## src/rtl/bramplay_pkg.sv

```systemverilog
// Shared definitions for the BRAM-to-AXI-Stream player: FSM states,
// BRAM read latency and prefetch FIFO depth.
package bramplay_pkg;

    typedef enum logic [1:0] {
        IDLE  = 2'd0,
        RUN   = 2'd1,
        DRAIN = 2'd2
    } state_t;

    localparam int unsigned RD_LAT     = 2;
    localparam int unsigned FIFO_DEPTH = 4;

endpackage

```

## src/rtl/bramplay_fifo.sv

```systemverilog
// Synchronous prefetch FIFO carrying {tlast, data}. DEPTH must be a power
// of two so that the pointers wrap naturally. rd_data reads 0 when empty.
module bramplay_fifo #(
    parameter int unsigned WIDTH = 65,
    parameter int unsigned DEPTH = 4
) (
    input  logic                     clk,
    input  logic                     reset,
    input  logic                     wr_en,
    input  logic [WIDTH-1:0]         wr_data,
    input  logic                     rd_en,
    output logic [WIDTH-1:0]         rd_data,
    output logic                     empty,
    output logic [$clog2(DEPTH):0]   count
);

    localparam int unsigned PW = $clog2(DEPTH);

    logic [PW-1:0]    wr_ptr_q, wr_ptr_d;
    logic [PW-1:0]    rd_ptr_q, rd_ptr_d;
    logic [PW:0]      count_q, count_d;
    logic [WIDTH-1:0] mem_q [DEPTH];
    logic [WIDTH-1:0] mem_d [DEPTH];
    logic             do_wr, do_rd;

    // Next-state for pointers, occupancy and storage.
    always_comb begin
        wr_ptr_d = wr_ptr_q;
        rd_ptr_d = rd_ptr_q;
        count_d  = count_q;
        mem_d    = mem_q;
        do_wr    = wr_en && (count_q != (PW+1)'(DEPTH));
        do_rd    = rd_en && (count_q != '0);
        if (do_wr) begin
            mem_d[wr_ptr_q] = wr_data;
            wr_ptr_d        = wr_ptr_q + PW'(1);
        end
        if (do_rd) begin
            rd_ptr_d = rd_ptr_q + PW'(1);
        end
        case ({do_wr, do_rd})
            2'b10:   count_d = count_q + (PW+1)'(1);
            2'b01:   count_d = count_q - (PW+1)'(1);
            default: count_d = count_q;
        endcase
    end

    // Control state, cleared on reset.
    always_ff @(posedge clk or posedge reset) begin
        if (reset) begin
            wr_ptr_q <= '0;
            rd_ptr_q <= '0;
            count_q  <= '0;
        end else begin
            wr_ptr_q <= wr_ptr_d;
            rd_ptr_q <= rd_ptr_d;
            count_q  <= count_d;
        end
    end

    // Storage needs no reset; contents are only visible when non-empty.
    always_ff @(posedge clk) begin
        mem_q <= mem_d;
    end

    assign empty   = (count_q == '0);
    assign count   = count_q;
    assign rd_data = empty ? '0 : mem_q[rd_ptr_q];

endmodule

```

## src/rtl/bram_axis_player.sv

```systemverilog
// Streams a window of BRAM words out over AXI-Stream through a small
// credit-controlled prefetch FIFO. Optional macro BRAMPLAY_LOOP_EN enables
// continuous looped playback when the latched loop input is 1.
module bram_axis_player
    import bramplay_pkg::*;
#(
    parameter int unsigned ADDR_WIDTH = 14,
    parameter int unsigned DATA_WIDTH = 64
) (
    input  logic                  clk,
    input  logic                  reset,
    input  logic                  start,
    input  logic                  stop,
    input  logic [ADDR_WIDTH-1:0] start_addr,
    input  logic [ADDR_WIDTH:0]   length,
    input  logic                  loop,
    output logic [ADDR_WIDTH-1:0] bram_addr,
    output logic                  bram_en,
    input  logic [DATA_WIDTH-1:0] bram_dout,
    output logic [DATA_WIDTH-1:0] tdata,
    output logic                  tvalid,
    input  logic                  tready,
    output logic                  tlast,
    output logic                  busy,
    output logic                  done
);

    localparam int unsigned CW = $clog2(FIFO_DEPTH) + 1;

    state_t                state_q, state_d;
    logic [ADDR_WIDTH-1:0] addr_q, addr_d;
    logic [ADDR_WIDTH:0]   remaining_q, remaining_d;
    logic [RD_LAT-1:0]     vld_q, vld_d;
    logic [RD_LAT-1:0]     last_pipe_q, last_pipe_d;
    logic                  zl_done_q, zl_done_d;
`ifdef BRAMPLAY_LOOP_EN
    logic                  loop_q, loop_d;
    logic [ADDR_WIDTH-1:0] base_q, base_d;
    logic [ADDR_WIDTH:0]   len_q, len_d;
`else
    logic                  unused_loop;
    assign unused_loop = loop;
`endif

    logic                  issue;
    logic                  drain_done;
    logic [CW:0]           pending;
    logic                  fifo_empty;
    logic [CW-1:0]         fifo_count;
    logic [DATA_WIDTH:0]   fifo_rdata;

    // Words buffered plus reads still in the BRAM pipeline; bounds issue credit.
    always_comb begin
        pending = (CW+1)'(fifo_count);
        for (int unsigned i = 0; i < RD_LAT; i++) begin
            pending = pending + (CW+1)'(vld_q[i]);
        end
    end

    // Playback FSM: next state, read issue and latched parameters.
    always_comb begin
        state_d     = state_q;
        addr_d      = addr_q;
        remaining_d = remaining_q;
        zl_done_d   = 1'b0;
        issue       = 1'b0;
        drain_done  = 1'b0;
        vld_d       = vld_q << 1;
        last_pipe_d = last_pipe_q << 1;
`ifdef BRAMPLAY_LOOP_EN
        loop_d      = loop_q;
        base_d      = base_q;
        len_d       = len_q;
`endif
        case (state_q)
            IDLE: begin
                if (start && !stop) begin
                    if (length != '0) begin
                        state_d     = RUN;
                        addr_d      = start_addr;
                        remaining_d = length;
`ifdef BRAMPLAY_LOOP_EN
                        loop_d      = loop;
                        base_d      = start_addr;
                        len_d       = length;
`endif
                    end else begin
                        zl_done_d = 1'b1;
                    end
                end
            end
            RUN: begin
                if (stop) begin
                    state_d = DRAIN;
                end else if (pending < (CW+1)'(FIFO_DEPTH)) begin
                    issue    = 1'b1;
                    vld_d[0] = 1'b1;
                    if (remaining_q == (ADDR_WIDTH+1)'(1)) begin
                        last_pipe_d[0] = 1'b1;
`ifdef BRAMPLAY_LOOP_EN
                        // Reload the window in the same cycle so passes abut.
                        if (loop_q) begin
                            addr_d      = base_q;
                            remaining_d = len_q;
                        end else begin
                            state_d = DRAIN;
                        end
`else
                        state_d = DRAIN;
`endif
                    end else begin
                        addr_d      = addr_q + ADDR_WIDTH'(1);
                        remaining_d = remaining_q - (ADDR_WIDTH+1)'(1);
                    end
                end
            end
            DRAIN: begin
                if (fifo_empty && (vld_q == '0)) begin
                    drain_done = 1'b1;
                    state_d    = IDLE;
                end
            end
            default: state_d = IDLE;
        endcase
    end

    // State register; reset aborts playback and discards in-flight reads.
    always_ff @(posedge clk or posedge reset) begin
        if (reset) begin
            state_q     <= IDLE;
            addr_q      <= '0;
            remaining_q <= '0;
            vld_q       <= '0;
            last_pipe_q <= '0;
            zl_done_q   <= 1'b0;
`ifdef BRAMPLAY_LOOP_EN
            loop_q      <= 1'b0;
            base_q      <= '0;
            len_q       <= '0;
`endif
        end else begin
            state_q     <= state_d;
            addr_q      <= addr_d;
            remaining_q <= remaining_d;
            vld_q       <= vld_d;
            last_pipe_q <= last_pipe_d;
            zl_done_q   <= zl_done_d;
`ifdef BRAMPLAY_LOOP_EN
            loop_q      <= loop_d;
            base_q      <= base_d;
            len_q       <= len_d;
`endif
        end
    end

    bramplay_fifo #(
        .WIDTH (DATA_WIDTH + 1),
        .DEPTH (FIFO_DEPTH)
    ) u_fifo (
        .clk     (clk),
        .reset   (reset),
        .wr_en   (vld_q[RD_LAT-1]),
        .wr_data ({last_pipe_q[RD_LAT-1], bram_dout}),
        .rd_en   (tvalid && tready),
        .rd_data (fifo_rdata),
        .empty   (fifo_empty),
        .count   (fifo_count)
    );

    assign bram_en   = issue;
    assign bram_addr = issue ? addr_q : '0;
    assign tvalid    = !fifo_empty;
    assign tdata     = fifo_rdata[DATA_WIDTH-1:0];
    assign tlast     = fifo_rdata[DATA_WIDTH];
    assign busy      = (state_q != IDLE);
    assign done      = drain_done || zl_done_q;

endmodule

```

## config.mk

```make
export PLATFORM = sky130hd
export DESIGN_NAME = bram_axis_player
export DESIGN_NICKNAME = d
export VERILOG_FILES = /design/src/rtl/bramplay_pkg.sv /design/src/rtl/bramplay_fifo.sv /design/src/rtl/bram_axis_player.sv
export SDC_FILE = /design/constraint.sdc
export NUM_CORES = 1
export LEC_CHECK = 0
export ABC_CLOCK_PERIOD_IN_PS = 3500
export BUFFER_PORTS_ARGS = -buffer_cell sky130_fd_sc_hd__buf_2
export CORE_ASPECT_RATIO = 1.25
export CORE_MARGIN = 4
export CORE_UTILIZATION = 57
export CTS_CLUSTER_DIAMETER = 60
export DETAILED_ROUTE_END_ITERATION = 16
export PLACE_DENSITY_LB_ADDON = 0.08
export SETUP_SLACK_MARGIN = 0.1
export SYNTH_ARGS = -nofsm -noshare
export SYNTH_HDL_FRONTEND = slang
export SYNTH_SLANG_ARGS = --single-unit
```

## constraint.sdc

```tcl
create_clock -name clk -period 3.5 [get_ports clk]
set_input_delay 0.525 -clock clk [delete_from_list [all_inputs] [get_ports clk]]
set_output_delay 0.525 -clock clk [all_outputs]
set_load 0.1 [all_outputs]
```

* After elaboration in Yosys (flattened, before gate mapping)
Cells that the tools add are included.
Cells by class: add/subtract/negate cells 8, $lt $le $gt $ge 4, eq/ne operators 14, multiplexer cells 40, bitwise logic cells 2, reduce and logical (&&, ||, !) cells 19
Operator list (count):
- $bwmux W260 | 1
- $mux W65 | 4
- $bmux W65 S2 | 1
- $demux W65 S2 | 1
- $mux W14 | 6
- $mux W15 | 5
- $pmux W15 S2 | 1
- $pmux W14 S2 | 1
- $eq A15 B1 Y1 const B | 1
- $reduce_bool A15 Y1 | 1
- $sub A15 B1 Y15 const B | 1
- $add A14 B1 Y14 const B | 1
- $mux W1 | 12
- $mux W2 | 6
- $ne A2 B2 Y1 const B | 6
- $ne A3 B3 Y1 const B | 3
- $ge A3 B3 Y1 const B | 2
- $logic_and A1 B1 Y1 | 6
- $not A2 Y3 | 2
- $pmux W2 S3 | 1
- $pmux W3 S2 | 1
- $reduce_and A6 Y1 | 1
- $reduce_bool A2 Y1 | 3
- $reduce_and A5 Y1 | 1
- 14 further kinds | 19
Word-level totals: register bits 303, input port bits 99, output and inout bits 83, logic and storage cells 100

* Longest topological paths before layout
Gate-level depths: netlist of run 1.
depth after elaboration 7, gate-level depth with buffers 9, gate-level depth less buffers 9

* Hierarchy
Synthesis of run 1 repeated with hierarchy kept, for this count alone.
Second synthesis, totals: cell total of the unflattened synthesis 731, area total of the unflattened synthesis 12630.9 sq um
Modules (own cells, without submodules):
- bramplay_fifo | times used 1, cells an instance 451, area each 10268.6 sq um, seq. area each 7982.7 sq um
- bram_axis_player | times used 1, cells an instance 280, area each 2362.3 sq um, seq. area each 900.9 sq um

* Worst setup path after synthesis of run 1
No wires, ideal clock.
path type reg2out, start reg u_fifo.count_q[0] (netlist: u_fifo.count[0]), end out bram_addr[10], arrival 3.836 ns, data required time 2.975 ns, slack -0.861 ns, stages on the path, launching flop included 7, buffers on the path 1, cell sequence dfrtp_1 ha_1 a21o_1 a2111oi_4 clkbuf_1 inv_1 nor2_1
On the way: longest elaborated chain between the ends 7
Ends and longest elaborated chain:
- start: declaration | line bramplay_fifo.sv:21 | logic [PW:0] count_q, count_d;
- start signal: assignment | line bramplay_fifo.sv:57 | count_q <= count_d;
- $add A3 B1 Y4 | line bram_axis_player.sv:56 | pending = pending + (CW+1)'(vld_q[i]);
- $add A4 B1 Y4 | line bram_axis_player.sv:56
- $lt A4 B3 Y1 | line bram_axis_player.sv:95 | end else if (pending < (CW+1)'(FIFO_DEPTH)) begin
- $mux W1 | line bram_axis_player.sv:95
- $mux W1 | line bram_axis_player.sv:93 | if (stop) begin
- $mux W1 | line bram_axis_player.sv:75 | case (state_q)
- net bram_en | line bram_axis_player.sv:18 | output logic bram_en,
- $mux W14 | line bram_axis_player.sv:171 | assign bram_addr = issue ? addr_q : '0;
- end: declaration | line bram_axis_player.sv:17 | output logic [ADDR_WIDTH-1:0] bram_addr,
The timed path passes the listed nets, and every way through them passes these cells.

* Worst setup path in the final report of run 1
start reg u_fifo.count_q[0] (netlist: u_fifo.count[0]), end out bram_addr[10]
On the way: longest elaborated chain between the ends 7
Ends and longest elaborated chain (line):
- $add A3 B1 Y4 | bram_axis_player.sv:56
- $add A4 B1 Y4 | bram_axis_player.sv:56
- $lt A4 B3 Y1 | bram_axis_player.sv:95
- $mux W1 | bram_axis_player.sv:95
- $mux W1 | bram_axis_player.sv:93
- $mux W1 | bram_axis_player.sv:75
- $mux W14 | bram_axis_player.sv:171
No other way between the ends.

==> results of run 1 <==
==> state kept, by name, indices dropped and copies added (netlist names) <==
register	flops
addr_q	14
last_pipe_q	2
remaining_q	15
state_q	2
u_fifo.count	3
u_fifo.mem_q	260
u_fifo.rd_ptr_q	2
u_fifo.wr_ptr_q	2
vld_q	2
zl_done_q	1
==> routing by layer <==
metal / routed length [µm] / GRT usage, % / up-vias
li1: - / - / 3174
met1: 9630 / 26.9 / 3537
met4: 597 / 6.06 / 0
met3: 1390 / 2.84 / 39
met5: 0 / 0 / -
met2: 12800 / 35.1 / 250
==> worst paths after layout <==
kind,startpoint,end,slack [ns]
min in group clk,bram_dout[8],u_fifo.mem_q[8]$_DFFE_PP_,0.21
setup / recovery,u_fifo.count[0]$_DFFE_PP0P_,bram_addr[10],0.27
setup reg to reg,u_fifo.count[1]$_DFFE_PP0P_,u_fifo.count[2]$_DFFE_PP0P_,0.99
max in group asynchronous,reset,u_fifo.count[1]$_DFFE_PP0P_,2.57
hold / removal,reset,remaining_q[4]$_DFFE_PP0P_,0.09
hold reg to reg,last_pipe_q[0]$_DFF_PP0_,last_pipe_q[1]$_DFF_PP0_,0.36
==> logic make-up after synthesis <==
logic type / after synthesis / share of synthesized area (%)
XOR/XNOR: 6 / 0.422
AND/OR/NAND/NOR: 174 / 8.18
AO/OA/AOI/OAI: 100 / 5.18
flip-flops: 303 / 71.3
buffers and inverters: 53 / 1.94
multiplexers: 67 / 11.9
adder cells (fa/ha/maj): 10 / 1.06
==> metrics by stage <==
step | instance area [µm²] | hold WS, ns | worst slack [ns]
after global routing | 14700 | 0.127 | 0.125
after floorplan | 12500 | 0.331 | 0.0654
after global placement | 13800 | 0.337 | 0.781
after detailed placement | 13800 | 0.341 | 0.739
after CTS | 14600 | 0.109 | 0.147
final | 14700 | 0.0943 | 0.273
==> critical path, stage by stage, from the launching register on <==
cell,delay (ns)
sky130_fd_sc_hd__dfrtp_1,0.42
sky130_fd_sc_hd__ha_1,0.30
sky130_fd_sc_hd__a21o_1,0.20
sky130_fd_sc_hd__a2111oi_4,0.52
sky130_fd_sc_hd__inv_1,0.19
sky130_fd_sc_hd__nor2_2,0.11
sky130_fd_sc_hd__buf_2,0.43
==> synthesized netlist by cell type, drive strengths merged, types with 2 or more instances <==
| cell | number |
|---|---|
| or2 | 2 |
| nand2 | 15 |
| o21a | 2 |
| a31oi | 8 |
| or3 | 2 |
| o22a | 7 |
| and2 | 84 |
| edfxtp | 260 |
| o21ai | 29 |
| clkbuf | 22 |
| mux4 | 65 |
| nor4 | 11 |
| a21oi | 30 |
| a21o | 2 |
| a211oi | 2 |
| xor2 | 3 |
| nor2 | 32 |
| nand3 | 8 |
| a22oi | 5 |
| buf | 17 |
| nand4 | 4 |
| o22ai | 3 |
| nor3 | 7 |
| and4 | 3 |
| dfrtp | 43 |
| inv | 14 |
| ha | 9 |
| mux2i | 2 |
| xnor2 | 3 |
| o31a | 2 |
| nand2b | 2 |
==> what timing repair did <==
item,in CTS,in global routing
resized for setup,0,11
endpoints found under the setup margin,0,11
endpoints found under the hold margin,0,0
==> final cells by class <==
type	count	area [µm²]
Inverter	14	52.6
Timing Repair Buffer	196	1140
Multi-Input combinational cell	357	3350
Sequential cell	303	8890
Tap cell	279	349
Fill cell	1488	6860
Clock buffer	40	797
Antenna cell	2	5.00
Clock inverter	13	100
==> implementation parameters, run 1 <==
Parameter                              Value

Run status
  Status    completed

Floorplanning
  Std-Cell Core Area    0.0215 mm²
  Number of standard-cell rows in the floorplan    60
  Starting utilization of the core area    57.8%
  Die boundary height    ~170 µm
  Total Die Area    0.0243 mm²
  Number of I/O pins    182
  Floorplan die width    140 µm

Global routing
  Residual overflow from global routing    0
  Largest net degree at the start of global routing    slightly above 50
  Antenna violations before repair    2
  Total Routing Usage GR    20.3%
  Global-route wire length before repair    39.3 mm
  Vias in the first global route    7,395

Job
  Maximum capacitance violations    0

CTS
  Cts-stage hold buffer count    0
  CTS tree    yes
  Insertion delay of the later-clocked pin in the worst-skew pair    about 0.53 ns
  Clock root buffer    sky130_fd_sc_hd__clkbuf_16
  Buffers inserted by post-CTS timing repair    0
  H-tree level count    1
  Clock sinks    303
  Buffer levels on the longest clock path    3
  Clock-pin slew reported for the worst setup and hold paths after clock tree synthesis    ~0.060 ns
  Clock buffers created by TritonCTS    29

Synthesis
  Count of warnings emitted by yosys    0
  Number of unique standard cell types used by synthesis    57
  Syn_nets    roughly 820
  Post-synthesis cell type with the largest combined area    sky130_fd_sc_hd__edfxtp_1
  #FFs+latches synth    303
  Most frequently used flop master after synthesis    sky130_fd_sc_hd__edfxtp_1
  Count of flip-flops with a built-in enable after synthesis    260
  Top cells by area in the synthesized netlist    sky130_fd_sc_hd__edfxtp_1, sky130_fd_sc_hd__mux4_2, sky130_fd_sc_hd__dfrtp_1, sky130_fd_sc_hd__and2_1, sky130_fd_sc_hd__a21oi_1
  Portion of the post-synthesis area used by sequential elements    71.3%
  Synth async-reset ratio    14.2%
  Number of instances in the synthesized netlist    713
  Area of the mapped netlist    0.0125 mm²
  Fraction of post-synthesis cell area in the top cell type by area    62.7%
  Mean instance size in the synthesized netlist    17.5 µm²

STA
  RSZ-0062 raised after global routing    no
  Count of final max-slew check failures    0
  Transition at the pin with the smallest max-transition slack    about 0.7 ns
  Maximum frequency from static timing analysis    between 300 and 400 MHz
  Max-Slew Margin vs Limit    52.5%
  Aggregate negative setup slack    0 ns
  Minimum clock period    3.23 ns
  Final hold viol count    0
  Setup clock skew after layout    0.00993 ns
  Final worst-path cycle share    92.2%
  Setup-failing EPs final    0

Finish
  Layout area overhead    17.8%
  Post-layout util    about two thirds
  Most frequent standard cell in the layout excluding fill and tap cells    sky130_fd_sc_hd__edfxtp_1
  Post-layout nets    1,010
  Share of final-layout standard cells stronger than drive strength 1    35.4%
  Number of non-filler instances in the completed layout    1,204
  Commonest cells after routing, fill and taps aside    sky130_fd_sc_hd__edfxtp_1, sky130_fd_sc_hd__buf_2, sky130_fd_sc_hd__and2_1

Setup path
  Endpoint class of the critical path    output port
  Arrival time at the worst endpoint    2.70 ns
  Worst Path Class, Setup    reg -> out
  Largest fanout of any net on the critical path    6
  Cells on worst reg2reg path    8
  Critical path data required time    slightly below 3 ns
  Sort of element at the start of the critical path    register

Placement
  Gpl congestion    0.869
  Input/output buffers    180
  Placed cells    1,149
  Detail Placement HPWL    approximately 15 mm

Routing
  Remaining antenna violation count    0
  Average via count per standard cell    slightly below 6
  Number of violations reported at the end of detailed-routing iteration 0    438
  Post-detailed-route DRC marker count    0
  Post-Route WL    24.4 mm
  Count of vias placed by the detailed router    7,000
  Drt first pass iters    5
  Routed WL per cell    20.3 µm

Hold path
  Path category of the worst min-delay check    in -> async
Power of run 1 is not shown: default switching activity piles up to over one toggle a cycle in this logic, so the estimate is an artifact.
==> run 2: changes to the inputs <==
ABC_AREA = 1   (was default)
CTS_CLUSTER_DIAMETER = default   (was 60)
==> implementation parameters, run 2 <==
Parameter                              Value

CTS
  Clock-pin slew reported for the worst setup and hold paths after clock tree synthesis    about 0.070 ns
  Cts-stage hold buffer count    0
  CTS tree    yes
  H-tree level count    1
  Clock root buffer    sky130_fd_sc_hd__clkbuf_16
  Insertion delay of the later-clocked pin in the worst-skew pair    0.53 ns
  Clock buffers created by TritonCTS    28
  Clock sinks    303
  Buffer levels on the longest clock path    3

Synthesis
  Post-synthesis cell type with the largest combined area    sky130_fd_sc_hd__edfxtp_1
  Fraction of post-synthesis cell area in the top cell type by area    between 60 and 70%
  Most frequently used flop master after synthesis    sky130_fd_sc_hd__edfxtp_1
  Syn_nets    1,348
  #FFs+latches synth    about 300
  Synth async-reset ratio    14.2%
  Portion of the post-synthesis area used by sequential elements    68.3%
  Mean instance size in the synthesized netlist    ~10 µm²
  Top cells by area in the synthesized netlist    sky130_fd_sc_hd__edfxtp_1, sky130_fd_sc_hd__nor2_1, sky130_fd_sc_hd__dfrtp_1, sky130_fd_sc_hd__nand2_1, sky130_fd_sc_hd__o21ai_0
  Number of instances in the synthesized netlist    1,239
  Number of unique standard cell types used by synthesis    32
  Count of warnings emitted by yosys    0
  Area of the mapped netlist    0.0130 mm²
  Count of flip-flops with a built-in enable after synthesis    260
  Top cells by count, synth    sky130_fd_sc_hd__nor2_1, sky130_fd_sc_hd__edfxtp_1, sky130_fd_sc_hd__nand2_1, sky130_fd_sc_hd__o21ai_0, sky130_fd_sc_hd__a21oi_1
  Most common cell in the synthesized netlist    sky130_fd_sc_hd__nor2_1

Floorplanning
  Die boundary height    about 180 µm
  Std-Cell Core Area    between 0.02 and 0.025 mm²
  Floorplan die width    143 µm
  Total Die Area    around 0.025 mm²
  Number of standard-cell rows in the floorplan    slightly above 60
  Starting utilization of the core area    58.1%
  Number of I/O pins    182

Routing
  Post-detailed-route DRC marker count    0
  Count of vias placed by the detailed router    9,152
  Top layer reached by signal wires    met5
  Routed WL per cell    16.4 µm
  Average via count per standard cell    5.34
  Met3 WL post-DR    1.83 mm
  Sum of routed wire segments on met1    ~11 mm
  Remaining antenna violation count    0
  Routed length on met2    14.7 mm
  Drt first pass iters    5
  Number of violations reported at the end of detailed-routing iteration 0    475
  Post-Route WL    roughly 28 mm

Hold path
  Path category of the worst min-delay check    in -> async

Job
  Maximum capacitance violations    0

Global routing
  Antenna violations before repair    4
  Global-route wire length before repair    44.0 mm
  Largest net degree at the start of global routing    between 60 and 70
  Residual overflow from global routing    0
  Total Routing Usage GR    22.0%
  Vias in the first global route    9,028

STA
  Final worst hold slack    0.0799 ns
  Final worst-path cycle share    88.8%
  Setup clock skew after layout    0.0174 ns
  RSZ-0062 raised after global routing    no
  Maximum frequency from static timing analysis    ~320 MHz
  Transition at the pin with the smallest max-transition slack    0.893 ns
  Final hold viol count    0
  Count of final max-slew check failures    0
  Max-Slew Margin vs Limit    between 40% and 50%
  Minimum clock period    3.11 ns
  Setup-failing EPs final    0

Finish
  Commonest cells after routing, fill and taps aside    sky130_fd_sc_hd__nor2_1, sky130_fd_sc_hd__edfxtp_1, sky130_fd_sc_hd__nand2_1
  Summed area of non-filler cells in the final layout    0.0152 mm²
  Number of filler instances in the final layout    1,681
  Register with the most flip-flops    u_fifo.mem_q
  Number of flip-flops under the largest register name    260
  Layout area overhead    16.7%
  Share of final-layout standard cells stronger than drive strength 1    a little under a fifth
  Post-layout util    67.9%
  Number of non-filler instances in the completed layout    1,715
  Largest regs    u_fifo.mem_q: 260 flops, remaining_q: 15 flops, addr_q: 14 flops
  Post-layout nets    around 1,500
  Most frequent standard cell in the layout excluding fill and tap cells    sky130_fd_sc_hd__nor2_1

Setup path
  Critical path data required time    2.97 ns
  Sort of element at the start of the critical path    register
  Endpoint class of the critical path    output port
  Arrival time at the worst endpoint    2.58 ns
  Largest fanout of any net on the critical path    16
  Worst Path Class, Setup    reg -> out

Placement
  Input/output buffers    180
  Standard cell area after detailed placement    approximately 0.014 mm²
  Gpl congestion    about 0.86
  Detail Placement HPWL    17.1 mm
  Placed cells    1,660

Run status
  Status    completed
[run 2: cell count changes after synthesis, sizes merged, moves of 41 or more]
cell,change
nor2,+295
nand2,+185
o21ai,+121
and2,-84
mux4,-65
inv,+44
a21oi,+41
[run 2: cell families (layout without fill, tap and decap cells)]
group | Yosys count | count (layout) | share of synthesized area, %
buffers and inverters | 119 | 310 | 3.91
flip-flops | 303 | 303 | 68.3
multiplexers | 1 | 1 | 0.0770
AO/OA/AOI/OAI | 227 | 227 | 9.01
AND/OR/NAND/NOR | 573 | 573 | 17.3
adder cells (fa/ha/maj) | 10 | 10 | 1.02
XOR/XNOR | 6 | 6 | 0.404
other | 0 | 2 | 0
[run 2: critical path: stages, from the launching register on]
cell and delay (ns):
sky130_fd_sc_hd__dfrtp_1 0.45, sky130_fd_sc_hd__ha_1 0.33, sky130_fd_sc_hd__nand2_1 0.06, sky130_fd_sc_hd__nand2_1 0.04, sky130_fd_sc_hd__nand2_1 0.05, sky130_fd_sc_hd__nand2_1 0.12
sky130_fd_sc_hd__nor2_4 0.15, sky130_fd_sc_hd__nand2_2 0.23, sky130_fd_sc_hd__inv_1 0.18, sky130_fd_sc_hd__buf_2 0.44
[run 2: cell type report]
type                            count  area, µm²  share of cell area (%)
Clock buffer                       37        766                    5.05
Clock inverter                     15        129                   0.849
Timing Repair Buffer              200       1160                    7.67
Tap cell                          283        354                    2.33
Multi-Input combinational cell    817       3650                    24.1
Antenna cell                        2       5.00                  0.0330
Inverter                           58        219                    1.44
Sequential cell                   303       8890                    58.6
[run 2: repair_timing]
item                       4_1_cts  5_1_grt
setup endpoints to repair        0       18
gates resized for setup          0        1
setup buffers                    0        1
[run 2: path summary, 6_finish.rpt]
kind | from | to | slack [ns] | cells after the start
setup / recovery | u_fifo.count[0]$_DFFE_PP0P_ | bram_en | 0.39 | 9
hold / removal | reset | addr_q[4]$_DFFE_PP0P_ | 0.08 | 2
setup reg to reg | u_fifo.count[0]$_DFFE_PP0P_ | u_fifo.count[2]$_DFFE_PP0P_ | 1.30 | 9
hold reg to reg | last_pipe_q[0]$_DFF_PP0_ | last_pipe_q[1]$_DFF_PP0_ | 0.39 | 0
max in group asynchronous | reset | remaining_q[7]$_DFFE_PP0P_ | 2.69 | 3
min in group clk | stop | zl_done_q$_DFF_PP0_ | 0.18 | 2
[run 2: stage by stage]
| stage | setup WS (ns) | TNS (ns) |
|---|---|---|
| after global routing | 0.162 | 0 |
| final | 0.394 | 0 |
| after global placement | 0.720 | 0 |
| after floorplan | -0.356 | -88.16 |
| after detailed placement | 0.713 | 0 |
| after CTS | 0.145 | 0 |
[run 2: per-layer routing]
metal / vias up / global-route usage, %
met2: 231 / 40.5
met3: 53 / 3.97
li1: 4528 / -
met1: 4332 / 25.7
met5: - / 0
met4: 8 / 7.65
Power of run 2 is left out for the same reason.
==> run 3: changes to the inputs <==
CORE_ASPECT_RATIO = default   (was 1.25)
==> implementation parameters, run 3 (synthesis gave the netlist of run 2 again) <==
Parameter                              Value

Setup path
  Largest fanout of any net on the critical path    16
  Endpoint class of the critical path    output port
  Critical path data required time    approximately 3.0 ns
  Worst Path Class, Setup    reg -> out
  Worst r2r dst    u_fifo.mem_q[31]$_DFFE_PP_
  Arrival time at the worst endpoint    ~2.7 ns
  Cells on worst reg2reg path    5
  Flop2flop setup slack    1.08 ns
  Sort of element at the start of the critical path    register
  R2r startpoint    u_fifo.count[2]$_DFFE_PP0P_

Global routing
  Met2 usage    between 30% and 40%
  Total Routing Usage GR    21.2%
  Largest net degree at the start of global routing    83
  Global-route wire length before repair    43.9 mm
  Residual overflow from global routing    0
  Met3 routing resource usage after global routing    3.88%
  Global routing usage on met1    28.7%
  Most congested layer reported by global routing    met2
  Antenna violations before repair    3
  Vias in the first global route    roughly 8,700

Floorplanning
  Die boundary height    159 µm
  Floorplan die width    159 µm
  Total Die Area    0.0253 mm²
  Number of standard-cell rows in the floorplan    54
  Number of I/O pins    182
  Std-Cell Core Area    0.0222 mm²
  Starting utilization of the core area    just under 60%

CTS
  Buffer levels on the longest clock path    3
  H-tree level count    1
  Cts-stage hold buffer count    0
  Insertion delay of the later-clocked pin in the worst-skew pair    0.55 ns
  Clock buffers created by TritonCTS    30
  Clock-pin slew reported for the worst setup and hold paths after clock tree synthesis    0.07 ns
  Clock root buffer    sky130_fd_sc_hd__clkbuf_16
  Clock sinks    303
  CTS tree    yes

STA
  Aggregate negative setup slack    0 ns
  Setup clock skew after layout    0.0190 ns
  Setup-failing EPs final    0
  Final hold viol count    0
  Maximum frequency from static timing analysis    311 MHz
  Minimum clock period    3.22 ns
  Final worst-path cycle share    approximately nine tenths
  Count of final max-slew check failures    0
  RSZ-0062 raised after global routing    no
  Transition at the pin with the smallest max-transition slack    1.20 ns
  Max-Slew Margin vs Limit    between 10% and 20%

Routing
  Drt first pass iters    5
  Post-Route WL    28.0 mm
  Post-detailed-route DRC marker count    0
  Average via count per standard cell    5.36
  Routed WL per cell    16.3 µm
  Number of violations reported at the end of detailed-routing iteration 0    around 520
  Count of vias placed by the detailed router    9,197
  Remaining antenna violation count    0

Finish
  Commonest cells after routing, fill and taps aside    sky130_fd_sc_hd__nor2_1, sky130_fd_sc_hd__edfxtp_1, sky130_fd_sc_hd__nand2_1
  Number of filler instances in the final layout    1,659
  Multi-input gate area in the final layout    between 0.003 and 0.004 mm²
  Most frequent standard cell in the layout excluding fill and tap cells    sky130_fd_sc_hd__nor2_1
  Post-layout nets    1,521
  Number of flip-flops under the largest register name    260
  Share of final-layout standard cells stronger than drive strength 1    18.6%
  Layout area overhead    16.8%
  Area occupied by registers    0.00889 mm²
  Largest regs    u_fifo.mem_q: 260 flops, remaining_q: 15 flops, addr_q: 14 flops
  Register with the most flip-flops    u_fifo.mem_q

Hold path
  Path category of the worst min-delay check    in -> async

Job
  Maximum capacitance violations    0

Run status
  Status    completed

Placement
  Gpl congestion    0.847
  Detail Placement HPWL    about 16 mm
  Input/output buffers    180
run 3: per-layer routing:
layer | up-vias | share of wire (%)
li1 | 4535 | -
met1 | 4357 | 44
met2 | 253 | 48
met3 | 48 | 5.8
met4 | 4 | 2.0
met5 | - | 0.050
run 3: stage by stage:
step	setup slack [ns]	cell area, µm²	hold slack (ns)	cells	util (%)
6_report	0.283	15200	0.183	1715	68.5
5_1_grt	0.103	15200	0.166	1715	68.5
4_1_cts	0.111	15100	0.162	1713	68.3
3_5_place_dp	0.471	14200	0.335	1659	64.1
3_3_place_gp	0.492	14200	0.334	1659	64.1
2_1_floorplan	-0.356	13000	0.331	1239	-
run 3: how the worst max path moves through the flow:
stage | startpoint | to | slack (ns)
finish | u_fifo.count[0]$_DFFE_PP0P_ | bram_addr[10] | 0.28
global route | u_fifo.count[0]$_DFFE_PP0P_ | bram_addr[12] | 0.10
CTS | u_fifo.rd_ptr_q[1]$_DFFE_PP0P_ | tdata[62] | 0.11
detailed placement | u_fifo.rd_ptr_q[1]$_DFFE_PP0P_ | tdata[62] | 0.47
global placement | u_fifo.rd_ptr_q[1]$_DFFE_PP0P_ | tdata[3] | 0.49
floorplan | u_fifo.wr_ptr_q[0]$_DFFE_PP0P_ | u_fifo.mem_q[100]$_DFFE_PP_ | -0.36
run 3: worst max-delay path, cell delays in order, from the launching register on:
cell and delay [ns]:
sky130_fd_sc_hd__dfrtp_1 0.45, sky130_fd_sc_hd__ha_1 0.31, sky130_fd_sc_hd__nand2_1 0.06, sky130_fd_sc_hd__nand2_1 0.05, sky130_fd_sc_hd__nand2_1 0.05, sky130_fd_sc_hd__nand2_1 0.10, sky130_fd_sc_hd__nor2_4 0.12, sky130_fd_sc_hd__nand2_1 0.32
sky130_fd_sc_hd__nor2_1 0.23, sky130_fd_sc_hd__buf_2 0.46
run 3: repair_timing:
item	4_1_cts	5_1_grt
buffers inserted	0	1
endpoints found under the setup margin	50	27
resized for setup	1	10
run 3: area by class of cell:
class                      count  area share [%]
clock inverter                19            1.02
sequential                   303            58.6
inverter                      58            1.44
multi-input combinational    817            24.0
timing repair buffer         202            7.56
clock buffer                  35            5.07
tap                          280            2.31
antenna                        1          0.0165
Power of run 3 is left out for the same reason.
